--- config.mk ---
export PLATFORM = sky130hd
export DESIGN_NAME = scan_counter_ctrl_19_flat
export DESIGN_NICKNAME = d
export VERILOG_FILES = /design/src/rtl/scan_counter_ctrl_19_if.sv /design/src/rtl/scan_counter_ctrl_19.sv /design/src/flat_wrapper.sv
export SDC_FILE = /design/constraint.sdc
export NUM_CORES = 1
export LEC_CHECK = 0
export CAP_MARGIN = 15
export CORE_ASPECT_RATIO = 0.75
export CORE_MARGIN = 2
export CORE_UTILIZATION = 55
export DETAILED_ROUTE_END_ITERATION = 10
export PLACE_DENSITY_LB_ADDON = 0.05
export SLEW_MARGIN = 5
export SYNTH_ARGS = -nofsm -noshare
export SYNTH_HDL_FRONTEND = slang
export SYNTH_SLANG_ARGS = --single-unit
--- constraint.sdc ---
create_clock -name CLK -period 6.6 [get_ports CLK]
set_input_delay 1.65 -clock CLK [delete_from_list [all_inputs] [get_ports CLK]]
set_output_delay 1.65 -clock CLK [all_outputs]
set_load 0.1 [all_outputs]
--- src/rtl/scan_counter_ctrl_19_if.sv ---
// Bus bundle for scan_counter_ctrl_19: count controls in, count and scan outputs back.
interface scan_counter_ctrl_19_if;
  logic       PORT_EN;
  logic       PORT_UP;
  logic       PORT_LOAD;
  logic [4:0] PORT_LOAD_VAL;
  logic [4:0] PORT_BCD;
  logic [3:0] PORT_UNITS;
  logic       PORT_TENS;
  logic [1:0] PORT_DIGIT_SEL;
  logic       PORT_WRAP;

  modport master (
    output PORT_EN, PORT_UP, PORT_LOAD, PORT_LOAD_VAL,
    input  PORT_BCD, PORT_UNITS, PORT_TENS, PORT_DIGIT_SEL, PORT_WRAP
  );

  modport slave (
    input  PORT_EN, PORT_UP, PORT_LOAD, PORT_LOAD_VAL,
    output PORT_BCD, PORT_UNITS, PORT_TENS, PORT_DIGIT_SEL, PORT_WRAP
  );
endinterface

--- src/rtl/scan_counter_ctrl_19.sv ---
// 0..19 up/down counter with prescaler, load and a two-digit display scan FSM.
// Optional macro SCAN_SATURATE_EN: count saturates at 0/19 instead of wrapping.
//
// state   | meaning
// UNITS   | units digit driven for SCAN_DIV clocks
// BLANK_A | both digits off for 1 clock
// TENS    | tens digit driven for SCAN_DIV clocks
// BLANK_B | both digits off for 1 clock
module scan_counter_ctrl_19 #(
  parameter int PRESCALE = 10,
  parameter int SCAN_DIV = 4
) (
  input  logic                  CLK,
  input  logic                  RST,
  scan_counter_ctrl_19_if.slave bus
);

  localparam logic [15:0] PS_LAST = 16'(PRESCALE - 1);
  localparam logic [7:0]  SD_LAST = 8'(SCAN_DIV - 1);
  localparam logic [4:0]  CNT_MAX = 5'd19;

  typedef enum logic [1:0] {S_UNITS, S_BLANK_A, S_TENS, S_BLANK_B} scan_state_t;

  logic [15:0] prescale_q, prescale_d;
  logic [4:0]  count_q, count_d;
  logic [3:0]  units_q, units_d;
  logic        tens_q, tens_d;
  logic        wrap_q, wrap_d;
  logic        tick;

  scan_state_t state_q, state_d;
  logic [7:0]  phase_q, phase_d;
  logic [1:0]  sel_q, sel_d;

  always_comb begin
    tick       = bus.PORT_EN && (prescale_q == PS_LAST);
    prescale_d = prescale_q;
    count_d    = count_q;
    wrap_d     = 1'b0;
    // A load takes priority over a coincident tick and restarts the prescaler.
    if (bus.PORT_LOAD) begin
      count_d    = (bus.PORT_LOAD_VAL > CNT_MAX) ? CNT_MAX : bus.PORT_LOAD_VAL;
      prescale_d = '0;
    end else begin
      if (bus.PORT_EN) prescale_d = tick ? '0 : prescale_q + 16'd1;
      if (tick) begin
        if (bus.PORT_UP) begin
          if (count_q == CNT_MAX) begin
`ifdef SCAN_SATURATE_EN
            count_d = count_q;
`else
            count_d = '0;
            wrap_d  = 1'b1;
`endif
          end else begin
            count_d = count_q + 5'd1;
          end
        end else begin
          if (count_q == 5'd0) begin
`ifdef SCAN_SATURATE_EN
            count_d = count_q;
`else
            count_d = CNT_MAX;
            wrap_d  = 1'b1;
`endif
          end else begin
            count_d = count_q - 5'd1;
          end
        end
      end
    end
    tens_d  = (count_d >= 5'd10);
    units_d = tens_d ? 4'(count_d - 5'd10) : count_d[3:0];
  end

  always_comb begin
    state_d = state_q;
    phase_d = phase_q;
    case (state_q)
      S_UNITS: begin
        if (phase_q == SD_LAST) begin
          state_d = S_BLANK_A;
          phase_d = '0;
        end else begin
          phase_d = phase_q + 8'd1;
        end
      end
      S_BLANK_A: begin
        state_d = S_TENS;
        phase_d = '0;
      end
      S_TENS: begin
        if (phase_q == SD_LAST) begin
          state_d = S_BLANK_B;
          phase_d = '0;
        end else begin
          phase_d = phase_q + 8'd1;
        end
      end
      default: begin
        state_d = S_UNITS;
        phase_d = '0;
      end
    endcase
    case (state_d)
      S_UNITS: sel_d = 2'b01;
      S_TENS:  sel_d = 2'b10;
      default: sel_d = 2'b00;
    endcase
  end

  always_ff @(posedge CLK) begin
    if (RST) begin
      prescale_q <= '0;
      count_q    <= '0;
      units_q    <= '0;
      tens_q     <= 1'b0;
      wrap_q     <= 1'b0;
      state_q    <= S_UNITS;
      phase_q    <= '0;
      sel_q      <= 2'b01;
    end else begin
      prescale_q <= prescale_d;
      count_q    <= count_d;
      units_q    <= units_d;
      tens_q     <= tens_d;
      wrap_q     <= wrap_d;
      state_q    <= state_d;
      phase_q    <= phase_d;
      sel_q      <= sel_d;
    end
  end

  assign bus.PORT_BCD       = count_q;
  assign bus.PORT_UNITS     = units_q;
  assign bus.PORT_TENS      = tens_q;
  assign bus.PORT_WRAP      = wrap_q;
  assign bus.PORT_DIGIT_SEL = sel_q;

endmodule

--- src/flat_wrapper.sv ---
// flat-port wrapper written by rule: the top's interface ports become plain ports
module scan_counter_ctrl_19_flat 
#(
  parameter int PRESCALE = 10,
  parameter int SCAN_DIV = 4
)
  (CLK, RST, bus_PORT_EN, bus_PORT_UP, bus_PORT_LOAD, bus_PORT_LOAD_VAL, bus_PORT_BCD, bus_PORT_UNITS, bus_PORT_TENS, bus_PORT_DIGIT_SEL, bus_PORT_WRAP);
  scan_counter_ctrl_19_if bus_i ();
  input  logic CLK;
  input  logic RST;
  input wire logic [$bits(bus_i.PORT_EN)-1:0] bus_PORT_EN;
  input wire logic [$bits(bus_i.PORT_UP)-1:0] bus_PORT_UP;
  input wire logic [$bits(bus_i.PORT_LOAD)-1:0] bus_PORT_LOAD;
  input wire logic [$bits(bus_i.PORT_LOAD_VAL)-1:0] bus_PORT_LOAD_VAL;
  output wire logic [$bits(bus_i.PORT_BCD)-1:0] bus_PORT_BCD;
  output wire logic [$bits(bus_i.PORT_UNITS)-1:0] bus_PORT_UNITS;
  output wire logic [$bits(bus_i.PORT_TENS)-1:0] bus_PORT_TENS;
  output wire logic [$bits(bus_i.PORT_DIGIT_SEL)-1:0] bus_PORT_DIGIT_SEL;
  output wire logic [$bits(bus_i.PORT_WRAP)-1:0] bus_PORT_WRAP;
  assign bus_i.PORT_EN = bus_PORT_EN;
  assign bus_i.PORT_UP = bus_PORT_UP;
  assign bus_i.PORT_LOAD = bus_PORT_LOAD;
  assign bus_i.PORT_LOAD_VAL = bus_PORT_LOAD_VAL;
  assign bus_PORT_BCD = bus_i.PORT_BCD;
  assign bus_PORT_UNITS = bus_i.PORT_UNITS;
  assign bus_PORT_TENS = bus_i.PORT_TENS;
  assign bus_PORT_DIGIT_SEL = bus_i.PORT_DIGIT_SEL;
  assign bus_PORT_WRAP = bus_i.PORT_WRAP;
  scan_counter_ctrl_19 #(.PRESCALE(PRESCALE), .SCAN_DIV(SCAN_DIV)) u_core (.CLK(CLK), .RST(RST), .bus(bus_i));
endmodule
# --- After elaboration in Yosys (flattened, before gate mapping) ---
# Index checks and enable logic that the tools add are counted.
totals:
  ff_bits: 39
  inputBits: 10
  output_inout_bits: 13
classes:
  addsub: 5
  order_cmp: 2
  n_eq_ne: 6
  muxes: 15
  bitwise: 2
  n_reduce_logical: 8
op_table:
  columns: ["operator", "n"]
  rows:
  - ["two-way mux 5 bit", 6]
  - ["adder 16 x 1 -> 16 bit (second input constant)", 1]
  - ["equality test 16 x 4 -> 1 bit (second input constant)", 1]
  - ["two-way mux 16 bit", 1]
  - ["adder 8 x 1 -> 8 bit (second input constant)", 1]
  - ["equality test 8 x 2 -> 1 bit (second input constant)", 1]
  - ["one-hot mux 2 bit (3 select lines)", 1]
  - ["OR reduction 3 bit", 2]
  - ["adder 5 x 1 -> 5 bit (second input constant)", 1]
  - ["equality test 5 bit (second input constant)", 1]
  - ["greater-or-equal comparator 5 x 4 -> 1 bit (second input constant)", 1]
  - ["> comparator 5 bit (second input constant)", 1]
  - ["logical NOT 5 bit", 1]
  - ["subtractor 5 x 1 -> 5 bit (second input constant)", 1]
  - ["equality test 2 bit (second input constant)", 2]
  - ["logical NOT 2 bit", 2]
  - ["two-way mux 2 bit", 2]
  - ["two-way mux 4 bit", 1]
  - ["one-hot mux 2 bit (2 select lines)", 1]
  - ["OR reduction 2 bit", 2]
  - ["subtractor 4 bit (second input constant)", 1]
  - ["two-way mux 1 bit", 3]
  - ["equality test 2 x 1 -> 1 bit (second input constant)", 1]
  - ["inverter 1 bit", 2]
  - ["logical AND 1 bit", 1]

# --- Longest topological paths before layout ---
# Gate-level depths: netlist of run 1.
logic_depth:
  ltp_word: 7
  mapped_depth: 13
  ltp_nobuf: 12

# --- Worst setup path before layout of run 1 ---
# OpenSTA, ideal clock, no wires.
synth_timing:
  path_kind: "input -> register"
  startpoint: "input bus_PORT_EN"
  endpoint: "register u_core.units_q[3], in the netlist u_core.bus.PORT_UNITS[3]"
  setup_time_ns: 0.067
  t_arrival_ns: 3.419
  required_ns: 6.533
  path_slack_ns: 3.114
  stages: 9
  path_buffers: 1
  cell_sequence: "buf_4 and4bb_1 nand4_2 a311o_2 a22oi_2 inv_1 ha_1 or3_1 a21oi_2"
synth_via:
  elab_chain_len: 5
  word_cells_on_any_way: 6
synth_lines:
  columns: ["element", "line_no", "text"]
  rows:
  - ["start: declaration", "flat_wrapper.sv:11", "input wire logic [$bits(bus_i.PORT_EN)-1:0] bus_PORT_EN;"]
  - ["logical AND 1 bit (*)", "scan_counter_ctrl_19.sv:36", "tick = bus.PORT_EN && (prescale_q == PS_LAST);"]
  - ["two-way mux 5 bit (*)", "scan_counter_ctrl_19.sv:46", "if (tick) begin"]
  - ["two-way mux 5 bit (*)", "scan_counter_ctrl_19.sv:41", "if (bus.PORT_LOAD) begin"]
  - ["subtractor 4 bit or greater-or-equal comparator 5 x 4 -> 1 bit (tied branches)", "scan_counter_ctrl_19.sv:73, scan_counter_ctrl_19.sv:72", null]
  - ["two-way mux 4 bit (*)", "scan_counter_ctrl_19.sv:73", "units_d = tens_d ? 4'(count_d - 5'd10) : count_d[3:0];"]
  - ["end signal: assignment", "scan_counter_ctrl_19.sv:125", "units_q <= units_d;"]
  - ["end: declaration", "scan_counter_ctrl_19.sv:26", "logic [3:0] units_q, units_d;"]
# Mark *: on every way between the ends. The rest lies on a longest branch, timed or not.
# A chain may end at the register's enable or synchronous reset.

# --- Final worst setup path of run 1 ---
# Same ends and word-level chain as after synthesis.

==> flow_summary.toml, run 1 <==
[die]
rows = 19
die_h_um = 56.9
core_um2 = 3610
ios = 23
dieArea_um2 = 4250
die_x_um = 74.6
start_util_pct = 56.9

[timing]
skew_ns = 0.00725
slew_viol_final = 0
relSlewSlack_pct = 35.2
rsz0062_at_grt = "no"
period_share_pct = 62.4
finalSetupViolCount = 0
worstMarginPinSlew_ns = 0.969
setup_tns_ns = 0
setup_ws_ns = 2.48
fmax_mhz = 243
hold_viol_final = 0
period_needed_ns = 4.12

[placement]
post-place-cells = 306
post-place-ws_ns = 2.21
io_buffers = 22
gp_routability_congestion = 0.878
dpl.hpwl_um = 2890

[detailed_routing]
ant_nets = 0
wl_met2_um = 1660
wl_um = 3970
wl_per_cell_um = 12.7
topRoutingLayerUsed = "met4"
wl_met3_um = 183
route.detailed.drc = 0
met1_length_um = 2040
drt-initial-drc-count = 64
vias_per_cell = 5.48
drtPass1Iterations = 4
vias = 1715

[worst_setup_path]
critPathCaptureType = "flop"
rrSetupSlack_ns = 3.94
reg2reg_depth = 9
crit_path_start_kind = "primary input"
timing.rr.end = "u_core.bus.PORT_UNITS[3]"
cp.required_ns = 6.82
path_class = "in -> reg"
path_max_fanout = 14
r2r-start = "u_core.prescale_q[0]"
worstPathArrival_ns = 4.34

[synthesis]
synthAdderAreaFrac_pct = 6.09
syn_area_per_cell_um2 = 8.43
synthMuxAreaShare_pct = 0.548
seq_area_frac_synth_pct = 37.0
synth.distinct_cells = 47
synthArstFlopShare_pct = 0
syn_nets = 264
synth_area_leader_cell = "dfxtp_1"
synth_compound_area_share_pct = 15.3
synth_top_cell_area_share_pct = 37.0
yosys-top-cells-area = "dfxtp_1, nor2_1, ha_1, xor2_1, nand2_1"
yosysWarnings = 0
synth_top_family_by_area = "simple AND/OR/NAND/NOR gates"
netlist_area_um2 = 2060
synthCells = 244
synth_simple_gate_area_share_pct = 28.1
synth_edf_count = 0
synth_seq_cells = 38
synth_ff_type = "dfxtp_1"
synth_xor_area_share_pct = 6.82

[global_route]
grt_remaining_overflow = 0
grt_usage_pct = 20.5
grt_pass1_wl_um = 6630
grt_max_degree = 17
antenna_found_initial = 0
grt_pass1_vias = 1414

[clocking]
ctsResizeCount = 0
cts.root.buffer_cell = "clkbuf_8"
path_clk_slew_ns = 0.07
clockBufferDepth = 2
post_cts_buffers = 0
hold_buffers = 0
h-tree-depth = 2
cts_buffers = 5
clock_sinks = 38
cts_tree = "built"
clk_latency_ns = 0.29

[worst_hold_path]
worstHoldEndpoint = "u_core.phase_q[0]"
hold_depth = 1
min_path_type = "reg -> reg"
hold_path_startpoint = "u_core.phase_q[0]"

[cells_and_area]
syn2layout_area_growth_pct = 15.9
diodes = 0
fin_nets = 281
instances_no_fill = 313
drive_above_1_share_pct = 7.66
final_core_util_pct = 66.0
num-fill-cells = 341

[pwr]
combPwrFrac_pct = 25.3
leakage_nw = 0.906
power.internal_mw = 0.414
p_sw_share_pct = 32.8
p_sw_mw = 0.203
pwr_density_cell_nw_per_um2 = 259
finalPower_mw = 0.617
p_clk_share_pct = 32.5
p_seq_share_pct = 42.2
max-vdd-ir-drop_mv = 0.168

[run]
cap_violations = 0

[outcome]
status = "complete, no violations"
==> layer usage <==
layer | vias up | GRT usage, %
met1 | 798 | 29.9
met3 | 7 | 4.77
met5 | - | 0
met4 | 0 | 9.95
met2 | 31 | 28.4
li1 | 879 | -
==> flip-flops by register name, summed over array words and instances (netlist names) <==
signal,flops
u_core.bus.PORT_BCD,4
u_core.state_q,2
u_core.bus.PORT_TENS,1
u_core.bus.PORT_WRAP,1
u_core.prescale_q,16
u_core.phase_q,8
u_core.bus.PORT_DIGIT_SEL,2
u_core.bus.PORT_UNITS,4
==> worst max-delay path: stages <==
cell and delay (ns):
clkdlybuf4s50_1 0.63, and4bb_1 0.25, nand4_2 0.31, a311o_2 0.42, a22oi_2 0.23, inv_1 0.10
ha_1 0.24, or3_1 0.39, a21oi_2 0.11
==> worst max path at each step <==
stage                startpoint                        to  cells after the start
global placement    bus_PORT_EN  u_core.bus.PORT_UNITS[3]                      9
global route        bus_PORT_EN  u_core.bus.PORT_UNITS[1]                     11
finish              bus_PORT_EN  u_core.bus.PORT_UNITS[3]                      9
floorplan           bus_PORT_EN  u_core.bus.PORT_UNITS[3]                      9
detailed placement  bus_PORT_EN  u_core.bus.PORT_UNITS[3]                      9
CTS                 bus_PORT_EN  u_core.bus.PORT_UNITS[3]                      9
==> power by group through the flow <==
stage               clock network [mW]  registers (mW)  logic, mW
floorplan                            0           0.321     0.0651
global placement                     0           0.266      0.154
detailed placement                   0           0.265      0.156
CTS                              0.204           0.260      0.157
global route                     0.213           0.263      0.168
finish                           0.200           0.260      0.156
==> final cells by class <==
class                           count  area (um^2)  area share [%]
Clock buffer                        6         82.6            3.46
Clock inverter                      1         30.0            1.26
Inverter                           15         56.3            2.36
Multi-Input combinational cell    179         1170            49.0
Sequential cell                    38          761            31.9
Tap cell                           52         65.1            2.73
Timing Repair Buffer               22          220            9.24
==> cell usage after synthesis (3+ instances only) <==
cell type and instances:
dfxtp_1 38, nor2_1 34, nand2_1 21, inv_1 15, xor2_1 14, ha_1 10
o21ai_0 10, a21oi_1 9, nand3_1 7, or3_1 7, a31oi_1 6, and3_1 5
nor3_1 5, buf_2 4, clkbuf_1 4, nor2b_1 4, o31a_1 4, a21o_1 3
nand2b_1 3, nor3b_1 3
==> logic make-up after synthesis <==
| kind of cell | after synthesis |
|---|---|
| and+or+nand+nor | 106 |
| AOI/OAI and AO/OA | 46 |
| DFF | 38 |
| buffers and inverters | 27 |
| xor gates and xnor gates | 16 |
| adders and majority gates | 10 |
| muxes | 1 |
==> through the flow <==
step                hold slack (ns)  instance area [um^2]
detailed placement            0.463                  2270
floorplan                     0.430                  2060
CTS                           0.475                  2380
finish                        0.473                  2380
global placement              0.444                  2270
global route                  0.492                  2380
==> placed cells by master, fill, tap and decap left out, types with 3 or more instances in the layout <==
cell type,netlist,routed
dfxtp_1,38,38
nor2_1,34,34
clkdlybuf4s50_1,0,22
nand2_1,21,21
inv_1,15,15
xor2_1,14,14
o21ai_0,10,10
ha_1,10,10
a21oi_1,9,9
or3_1,7,7
nand3_1,7,7
a31oi_1,6,6
clkbuf_8,0,6
nor3_1,5,5
and3_1,5,5
nor2b_1,4,4
o31a_1,4,4
nor3b_1,3,3
nand2b_1,3,3
a21o_1,3,3
Power figures use the tool's default switching activity.
==> run 2, diff against run 1 <==
==> constraint.sdc (replaced) <==
create_clock -name CLK -period 4 [get_ports CLK]
set_input_delay 1 -clock CLK [delete_from_list [all_inputs] [get_ports CLK]]
set_output_delay 1 -clock CLK [all_outputs]
set_load 0.1 [all_outputs]
==> run 2 against run 1 <==
Via count grew 0.23%. Sequential power grew 65%. Critical path depth is the same. Clock power grew 24%. Critical path type unchanged. Global-route usage grew 1.0 points. Critical endpoint unchanged. Hold slack lost 0.0061 ns. Cell area shrank 0.79%. Clock skew grew 0.0011 ns. Sequential cell count is the same. Non-clock buffer count grew 2. Setup slack lost 1.7 ns. Register-to-register slack lost 2.5 ns.
==> flow_summary.toml, run 2 (synthesis results as in run 1) <==
[clocking]
post_cts_buffers = 0
cts_buffers = 5
ctsResizeCount = 0
cts_tree = "built"
clock_sinks = 38
clockBufferDepth = 2
cts.root.buffer_cell = "clkbuf_8"
hold_buffers = 0
path_clk_slew_ns = 0.08
h-tree-depth = 2
clk_latency_ns = 0.29

[worst_hold_path]
min_path_type = "reg -> reg"

[pwr]
max-vdd-ir-drop_mv = 0.261
pwr_density_cell_nw_per_um2 = 396
combPwrFrac_pct = 27.6
finalPower_mw = 0.936
p_sw_mw = 0.335
power.internal_mw = 0.601
leakage_nw = 0.902
p_seq_share_pct = 45.9
p_clk_share_pct = 26.5
p_sw_share_pct = 35.8

[cells_and_area]
regMostFlops = "u_core.prescale_q"
layout_common_cells = "dfxtp_1, nor2_1, clkdlybuf4s50_1, nand2_1, inv_1"
largest_registers = "u_core.prescale_q: 16 flops, u_core.phase_q: 8 flops"
largest_reg_flops = 16
diodes = 0
fin_nets = 283
num-fill-cells = 337
syn2layout_area_growth_pct = 15.0
mostFrequentLayoutCell = "dfxtp_1"
drive_above_1_share_pct = 8.37

[global_route]
grt_usage_pct = 21.5
grt_use_met1_pct = 33.4
grt_use_met3_pct = 4.77
use_met2_pct = 28.7
grt_max_degree = 17
grt_pass1_vias = 1449
grt_remaining_overflow = 0
antenna_found_initial = 0
grt_pass1_wl_um = 6940
top_usage_layer = "met1"

[worst_setup_path]
worstPathArrival_ns = 3.42
path_max_fanout = 8
critPathMaxStageDelay_ns = 0.52
path_class = "in -> reg"
rrSetupSlack_ns = 1.41
crit_path_start_kind = "primary input"
crit_path_top_delay_cell = "clkdlybuf4s50_1"
cp.required_ns = 4.22
critPathCaptureType = "flop"
cp_top_family = "simple AND/OR/NAND/NOR gates"
cp_num_buf_inv = 2
worstPathCellList = "clkdlybuf4s50_1 -> and4bb_1 -> nand4_2 -> a311o_2 -> a22oi_2 -> inv_1 -> ha_1 -> or3_1 -> a21oi_2"

[detailed_routing]
ant_nets = 0
route.detailed.drc = 0
drt-initial-drc-count = 92
wl_per_cell_um = 13.2
wl_um = 4160
vias = 1719
vias_per_cell = 5.46
drtPass1Iterations = 4

[timing]
worstMarginPinSlew_ns = 0.989
finalSetupViolCount = 0
fmax_mhz = 312
period_share_pct = 80.0
slew_viol_final = 0
hold_viol_final = 0
relSlewSlack_pct = 33.9
skew_ns = 0.00837
rsz0062_at_grt = "no"
period_needed_ns = 3.20
setup_tns_ns = 0

[die]
ios = 23
die_x_um = 74.6
rows = 19
core_um2 = 3610
die_h_um = 56.9
dieArea_um2 = 4250
start_util_pct = 56.9

[placement]
io_buffers = 22
gp_routability_congestion = 0.834
dpl.hpwl_um = 3090

[run]
cap_violations = 0

[outcome]
status = "complete, no violations"
-- run 2: cell count changes in the layout (fill, tap and decap cells not counted), sizes merged --
cell and delta:
buf +2, clkbuf -1, bufinv -1, clkinv +2
-- run 2: power groups by stage --
stage / sequential, mW / clock, mW / combinational (mW)
4_1_cts: 0.430 / 0.255 / 0.259
2_1_floorplan: 0.530 / 0 / 0.107
6_report: 0.430 / 0.248 / 0.258
5_1_grt: 0.434 / 0.272 / 0.278
3_5_place_dp: 0.439 / 0 / 0.258
3_3_place_gp: 0.438 / 0 / 0.257
-- run 2: layout make-up --
class,count,area [um^2],area share [%]
clock buffer,5,68.8,2.91
tap,52,65.1,2.75
timing repair buffer,24,235,9.95
clock inverter,2,10.0,0.423
inverter,15,56.3,2.38
multi-input combinational,179,1170,49.4
sequential,38,761,32.2
-- run 2: per-stage QoR --
step | area, um^2 | instances | setup WS (ns) | utilization [%] | hold WS (ns)
global route | 2360 | 315 | 0.644 | 65.4 | 0.507
floorplan | 2060 | 244 | 1.01 | - | 0.430
detailed placement | 2290 | 308 | 0.505 | 63.3 | 0.454
finish | 2360 | 315 | 0.799 | 65.4 | 0.467
global placement | 2290 | 308 | 0.596 | 63.3 | 0.443
CTS | 2360 | 315 | 0.801 | 65.4 | 0.471
-- run 2: metal layers --
layer,vias to the layer above,part of all wire (%)
met2,31,40
met4,0,1.5
met3,8,3.8
li1,882,-
met1,798,54
met5,-,0
-- run 2: final timing paths --
| check | from | to | cells after the start |
|---|---|---|---|
| worst max-delay path | bus_PORT_EN | u_core.bus.PORT_UNITS[3] | 9 |
| worst min-delay path | u_core.phase_q[0] | u_core.phase_q[0] | 1 |
| worst max register to register | u_core.prescale_q[0] | u_core.bus.PORT_UNITS[3] | 9 |
| worst min register to register | u_core.phase_q[0] | u_core.phase_q[0] | 1 |
